**config.mk**
```make
export PLATFORM = sky130hd
export DESIGN_NAME = fwd_hazard_unit
export DESIGN_NICKNAME = d
export VERILOG_FILES = /design/src/rtl/pipe_pkg.sv /design/src/rtl/fwd_sel_calc.sv /design/src/rtl/fwd_hazard_unit.sv
export SDC_FILE = /design/constraint.sdc
export NUM_CORES = 1
export LEC_CHECK = 0
export BUFFER_PORTS_ARGS = -buffer_cell sky130_fd_sc_hd__buf_4
export CAP_MARGIN = 10
export CORE_MARGIN = 5
export CORE_UTILIZATION = 56
export DETAILED_ROUTE_END_ITERATION = 16
export GPL_ROUTABILITY_DRIVEN = 0
export PLACE_DENSITY = 0.9
export SLEW_MARGIN = 20
export SYNTH_ARGS = -nofsm -noshare
export SYNTH_HDL_FRONTEND = slang
export SYNTH_HIERARCHICAL = 1
export SYNTH_SLANG_ARGS = --single-unit
```
**constraint.sdc**
```tcl
create_clock -name clk -period 2.9 [get_ports clk]
set_input_delay 0.29 -clock clk [delete_from_list [all_inputs] [get_ports clk]]
set_output_delay 0.29 -clock clk [all_outputs]
set_load 0.02 [all_outputs]
```
**src/rtl/pipe_pkg.sv**
```systemverilog
// ============================================================================
// Module : pipe_pkg
// Brief  : Shared types for the EX-stage forwarding / hazard logic.
// Rev    : 1.0  initial release
// ============================================================================
`default_nettype none

package pipe_pkg;

    localparam int TAG_ADDR_W = 5;

    typedef logic [1:0] fwd_sel_t;

    localparam fwd_sel_t FWD_REG = 2'b00;
    localparam fwd_sel_t FWD_MEM = 2'b01;
    localparam fwd_sel_t FWD_WB  = 2'b10;

    typedef struct packed {
        logic                  valid;
        logic [TAG_ADDR_W-1:0] rs1;
        logic [TAG_ADDR_W-1:0] rs2;
        logic [TAG_ADDR_W-1:0] rd;
        logic                  regwrite;
        logic                  memread;
    } stage_tag_t;

    // x0 is hardwired, so a tag targeting it never produces a forwardable value
    function automatic logic tag_writing(input stage_tag_t t);
        return t.valid && t.regwrite && (t.rd != '0);
    endfunction

endpackage

`default_nettype wire

```
**src/rtl/fwd_sel_calc.sv**
```systemverilog
// ============================================================================
// Module : fwd_sel_calc
// Brief  : Combinational forwarding select for one EX source operand.
// Rev    : 1.0  initial release
// ============================================================================
`default_nettype none

module fwd_sel_calc
    import pipe_pkg::*;
(
    input  logic [TAG_ADDR_W-1:0] src,
    input  stage_tag_t            mem_tag,
    input  stage_tag_t            wb_tag,
    output fwd_sel_t              sel
);

    logic w_unused;

    // The younger producer in MEM wins over WB
    always_comb begin
        sel = FWD_REG;
        if (tag_writing(mem_tag) && (mem_tag.rd == src)) begin
            sel = FWD_MEM;
        end else if (tag_writing(wb_tag) && (wb_tag.rd == src)) begin
            sel = FWD_WB;
        end
    end

    assign w_unused = ^{mem_tag.rs1, mem_tag.rs2, mem_tag.memread,
                        wb_tag.rs1, wb_tag.rs2, wb_tag.memread};

endmodule

`default_nettype wire

```
**src/rtl/fwd_hazard_unit.sv**
```systemverilog
// ============================================================================
// Module : fwd_hazard_unit
// Brief  : EX operand forwarding selects, load-use stall and stall counter.
// Rev    : 1.0  initial release
// ============================================================================
`default_nettype none

module fwd_hazard_unit
    import pipe_pkg::*;
#(
    parameter int REG_ADDR_W = 5,
    parameter int CNT_W      = 32
) (
    input  logic                  clk,
    input  logic                  rst_n,
    input  logic                  id_valid,
    input  logic [REG_ADDR_W-1:0] id_rs1,
    input  logic [REG_ADDR_W-1:0] id_rs2,
    input  logic [REG_ADDR_W-1:0] id_rd,
    input  logic                  id_regwrite,
    input  logic                  id_memread,
    input  logic                  flush,
    output logic [1:0]            fwd_a,
    output logic [1:0]            fwd_b,
    output logic                  stall,
    output logic                  ex_bubble,
    output logic [CNT_W-1:0]      stall_cnt
);

    stage_tag_t       r_ex;
    stage_tag_t       r_mem;
    stage_tag_t       r_wb;
    logic [CNT_W-1:0] r_stall_cnt;

    stage_tag_t       w_id_tag;
    logic             w_load_use;
    logic             w_ex_load;
    fwd_sel_t         w_sel_a;
    fwd_sel_t         w_sel_b;

    // Register indices are carried in the package-wide tag width
    assign w_id_tag = '{valid:    id_valid,
                        rs1:      TAG_ADDR_W'(id_rs1),
                        rs2:      TAG_ADDR_W'(id_rs2),
                        rd:       TAG_ADDR_W'(id_rd),
                        regwrite: id_regwrite,
                        memread:  id_memread};

    assign w_load_use = id_valid && r_ex.memread && tag_writing(r_ex) &&
                        ((r_ex.rd == w_id_tag.rs1) || (r_ex.rd == w_id_tag.rs2));

    // A redirect kills the dependent instruction, so there is nothing to stall
    assign stall     = w_load_use && !flush;
    assign ex_bubble = stall || flush;
    assign w_ex_load = id_valid && !stall && !flush;

    always_ff @(posedge clk or negedge rst_n) begin
        if (!rst_n) begin
            r_ex  <= '0;
            r_mem <= '0;
            r_wb  <= '0;
        end else begin
            r_wb  <= r_mem;
            r_mem <= r_ex;
            r_ex  <= w_ex_load ? w_id_tag : '0;
        end
    end

    always_ff @(posedge clk or negedge rst_n) begin
        if (!rst_n) begin
            r_stall_cnt <= '0;
        end else if (stall && (r_stall_cnt != '1)) begin
            r_stall_cnt <= r_stall_cnt + CNT_W'(1);
        end
    end

    fwd_sel_calc u_fwd_a (
        .src     (r_ex.rs1),
        .mem_tag (r_mem),
        .wb_tag  (r_wb),
        .sel     (w_sel_a)
    );

    fwd_sel_calc u_fwd_b (
        .src     (r_ex.rs2),
        .mem_tag (r_mem),
        .wb_tag  (r_wb),
        .sel     (w_sel_b)
    );

    assign fwd_a     = r_ex.valid ? w_sel_a : FWD_REG;
    assign fwd_b     = r_ex.valid ? w_sel_b : FWD_REG;
    assign stall_cnt = r_stall_cnt;

endmodule

`default_nettype wire

```
Word-level counts from Yosys, hierarchy flattened

Index checks and enable logic that the tools add are counted.

Word-level logic and storage cells: 52
Output and inout bits: 38
Register bits after elaboration: 64

Add/subtract/negate cells: 1
Reductions and logical operators: 24
Equality and inequality tests: 7
Mux-type cells: 7

Operators with widths:

| kind                  | number |
|---|---|
| $add 32x1->32 const B | 1 |
| $ne 32x32->1 const B  | 1 |
| $eq 5x5->1            | 6 |
| $mux 18               | 1 |
| $logic_and 1x1->1     | 17 |
| $reduce_bool 5->1     | 3 |
| $mux 2                | 6 |
| $logic_not 1->1       | 2 |
| $logic_or 1x1->1      | 2 |

Longest topological paths before layout

Depth after elaboration: 9
Gate-level depth with buffers: 8

Hierarchy

The synthesis kept the hierarchy.

By module, submodules not included:

| module          | area an instance (sq um) | cells each | sequential area each (sq um) | times used |
|---|---|---|---|---|
| fwd_hazard_unit | 3233.1                   | 255        | 2152.1                       | 1 |
| fwd_sel_calc    | 157.7                    | 19         | 0.0                          | 2 |

Worst setup path after synthesis

OpenSTA, ideal clock, no wires.

Kind: flip-flop to flip-flop
Start: register r_stall_cnt[12], in the netlist stall_cnt[12]
End: register r_stall_cnt[30], in the netlist stall_cnt[30]
Path slack: 0.713 ns
Arrival: 2.057 ns
Data required time: 2.769 ns
Library setup time: 0.131 ns
Stages on the path, launching flop included: 7
Path through: dfrtp_1 nand4_2 nor4_4 nand3_2 or3_4 or3_4 xnor2_2

Word-level cells in the longest chain between the ends: 2
Elaborated cells on any way between the ends: 3
Classes of those cells: 1 x add/sub; 1 x eq/ne; 1 x reduce/logical

RTL lines:

| item                                                  | line                  | source |
|---|---|---|
| from (decl)                                           | fwd_hazard_unit.sv:33 | `logic [CNT_W-1:0] r_stall_cnt;` |
| from (signal assigned)                                | fwd_hazard_unit.sv:73 | `r_stall_cnt <= r_stall_cnt + CNT_W'(1);` |
| branches (longest 2 deep; another with $add 32x1->32) | n/a                   |  |

Several ways; the timed one is not identified.
A chain may end at the register's enable or synchronous reset.

Worst setup path after layout

Start: register r_ex[6] in the netlist's numbering
End: output ex_bubble

Word-level cells in the longest chain between the ends: 6
Elaborated cells on any way between the ends: 9
Classes of those cells: 2 x eq/ne; 7 x reduce/logical

RTL lines:

| item                   | line                  | source |
|---|---|---|
| from (decl)            | fwd_hazard_unit.sv:30 | `stage_tag_t r_ex;` |
| from (signal assigned) | fwd_hazard_unit.sv:65 | `r_ex <= w_ex_load ? w_id_tag : '0;` |
| $reduce_bool 5->1      | pipe_pkg.sv:29        | `return t.valid && t.regwrite && (t.rd != '0);` |
| $logic_and 1x1->1      | pipe_pkg.sv:29        |  |
| $logic_and 1x1->1      | fwd_hazard_unit.sv:49 | `assign w_load_use = id_valid && r_ex.memread && tag_writing(r_ex) &&` |
| $logic_and 1x1->1 *    | fwd_hazard_unit.sv:49 |  |
| $logic_and 1x1->1 *    | fwd_hazard_unit.sv:53 | `assign stall = w_load_use && !flush;` |
| $logic_or 1x1->1 *     | fwd_hazard_unit.sv:54 | `assign ex_bubble = stall \|\| flush;` |
| to (decl)              | fwd_hazard_unit.sv:26 | `output logic ex_bubble,` |

Every way passes the cells marked *; elsewhere a longest branch is shown, timed or not.

==> impl_metrics.csv <==
group,metric,value,unit
route,ant_nets,0,
clocking,cts_setup_buffers,0,
synth,postSynthCellCount,271,
critical_path,r2r_slack,640,ps
grt,antenna_found_initial,0,
floorplan,core,5140,um^2
clocking,cts_tree,"built",
sta,fin_crit,2550,ps
floorplan,die_y,83.2,um
floorplan,ios,59,
power_and_ir_drop,power_density,518,nW/um^2
route,post-route-drc-count,0,
placed_design,port_buffers,58,
layout,diodes,0,
power_and_ir_drop,p_seq_share,48.1,%
floorplan,initial_core_util,58.3,%
critical_path,start_kind,"flip-flop",
route,vias,2278,
floorplan,die-area,6920,um^2
sta,tightest_slew,1050,ps
sta,skew,7.97,ps
sta,fmax,393,MHz
sta,timing_hold_violations_final,0,
power_and_ir_drop,power_switching_share,21.0,%
route,drt_iter0_drc,214,
power_and_ir_drop,pwr-share-clk,46.5,%
floorplan,die_x,83.2,um
clocking,htreeDepth,3,
grt,grt_max_degree,65,
sta,fin_crit_sh,87.8,%
sta,setup_viol,0,
synth,synth_nets,293,
clocking,postCtsHoldBufs,0,
power_and_ir_drop,p_leak,1.88,nW
grt,grt_pass1_vias,2382,
clocking,clk_pin_slew_worst_paths,60,ps
critical_path,crit_required,2610,ps
clocking,post_cts_resized,0,
power_and_ir_drop,switchingPower,0.407,mW
clocking,cts_root_buf,"clkbuf_8",
layout,drive_gt1_share,26.1,%
power_and_ir_drop,power,1.94,mW
route,routed_wl,6.73,mm
floorplan,num_rows,26,
synth,synth.avg_cell_area,11.1,um^2
critical_path,arrival,2260,ps
grt,grt_pass1_wl,11.4,mm
synth,syn_area,3000,um^2
clocking,clkLatencyLatePin,330,ps
power_and_ir_drop,irDropWorstVdd,0.437,mV
clocking,cts_buffers,9,
layout,area_delta_synth_final,24.8,%
sta,fin_setup_tns,0,ps
power_and_ir_drop,p_int,1.53,mW
run_status,run_status,"finished clean",
grt,grt_overflow,0,
critical_path,worstPathMaxFanout,19,
hold_path,worstHoldPathType,"primary input to async pin",
grt,track_usage,20.4,%
clocking,clockBufferDepth,2,
route,firstDrtPassIters,4,
layout,nets,358,
critical_path,timing.rr.end,"stall_cnt[30]",
run,drv_cap,0,
critical_path,reg2regPathDepth,6,
synth,yosysWarnings,6,
route,vias_per_cell,5.54,
critical_path,r2r_start,"stall_cnt[12]",
sta,final-max-slew-violation-count,0,
critical_path,crit_path_end_kind,"primary output",
sta,slew_headroom,30.0,%
critical_path,path_class,"flip-flop to primary output",
route,routedWlPerCell,16.4,um
clocking,cts_sinks,64,
power_and_ir_drop,pwr-share-comb,5.4,%
sta,grt_setup_unrepaired,"no",
placed_design,dp_hpwl,4.68,mm
[worst max path at each step]
stage | from | to | slack (ps) | cells after the start
2_1_floorplan | stall_cnt[12] | stall_cnt[30] | 710 | 6
3_3_place_gp | stall_cnt[7] | stall_cnt[30] | 790 | 6
3_5_place_dp | stall_cnt[7] | stall_cnt[30] | 660 | 6
4_1_cts | r_ex[6] | ex_bubble | 350 | 6
5_1_grt | r_ex[6] | ex_bubble | 180 | 6
6_report | r_ex[6] | ex_bubble | 350 | 6
[placed cells by master, fill, tap and decap left out, types with 3 or more instances in the layout]
cell       count
and2_1         5
nand2_1       17
nand4_1       14
clkbuf_8       9
nor2_1        17
buf_4         59
xor2_1        26
nor4_1         4
bufinv_16      3
xnor2_1       29
nor3_1        15
dfrtp_1       64
inv_1          7
nand3_1       14
nor3b_1        3
and3_1        19
clkinv_1       4
[registers in the layout (all words and copies together), names as in the netlist]
signal and cells:
r_mem 7, r_wb 7, stall_cnt 32, r_ex 18
[layer usage]
layer  track usage (%)  part of all wire, %  routed length, um  vias up
li1                  -                    -                  -     1066
met1              25.7                   42               2840     1100
met2              32.8                   49               3290       95
met3              4.46                  6.2                418       17
met4              10.8                  2.7                182        0
met5                 0                    0                  0        -
[critical path, stage by stage (launching register included)]
cell	delay [ps]
dfrtp_1	430
xnor2_1	150
nand3_1	80
o22ai_1	140
a21oi_1	830
inv_1	90
buf_4	200
[power by group through the flow]
| stage | Sequential [mW] | Clock [mW] | Combinational (mW) |
|---|---|---|---|
| floorplan | 0.943 | 0 | 0.0540 |
| global placement | 0.947 | 0 | 0.102 |
| detailed placement | 0.948 | 0 | 0.105 |
| CTS | 0.932 | 0.910 | 0.105 |
| global route | 0.934 | 0.953 | 0.117 |
| finish | 0.932 | 0.900 | 0.105 |
[final cells by class]
class / instances / area, um^2
tap: 70 / 87.6
sequential: 64 / 1600
inverter: 11 / 41.3
clock inverter: 6 / 108
multi-input combinational: 191 / 1330
clock buffer: 10 / 128
fill: 353 / 1400
timing repair buffer: 59 / 443
[metrics by stage]
stage	hold WS (ps)	instance area (um^2)	setup slack (ps)	util [%]	cells
2_1_floorplan	-5.59	3000	713	-	271
3_3_place_gp	360	3510	787	68.2	395
3_5_place_dp	370	3510	664	68.2	395
4_1_cts	52.3	3740	353	72.8	411
5_1_grt	110	3740	182	72.8	411
6_report	35.1	3740	353	72.8	411
Note: power is estimated with default switching activity, not from simulation.
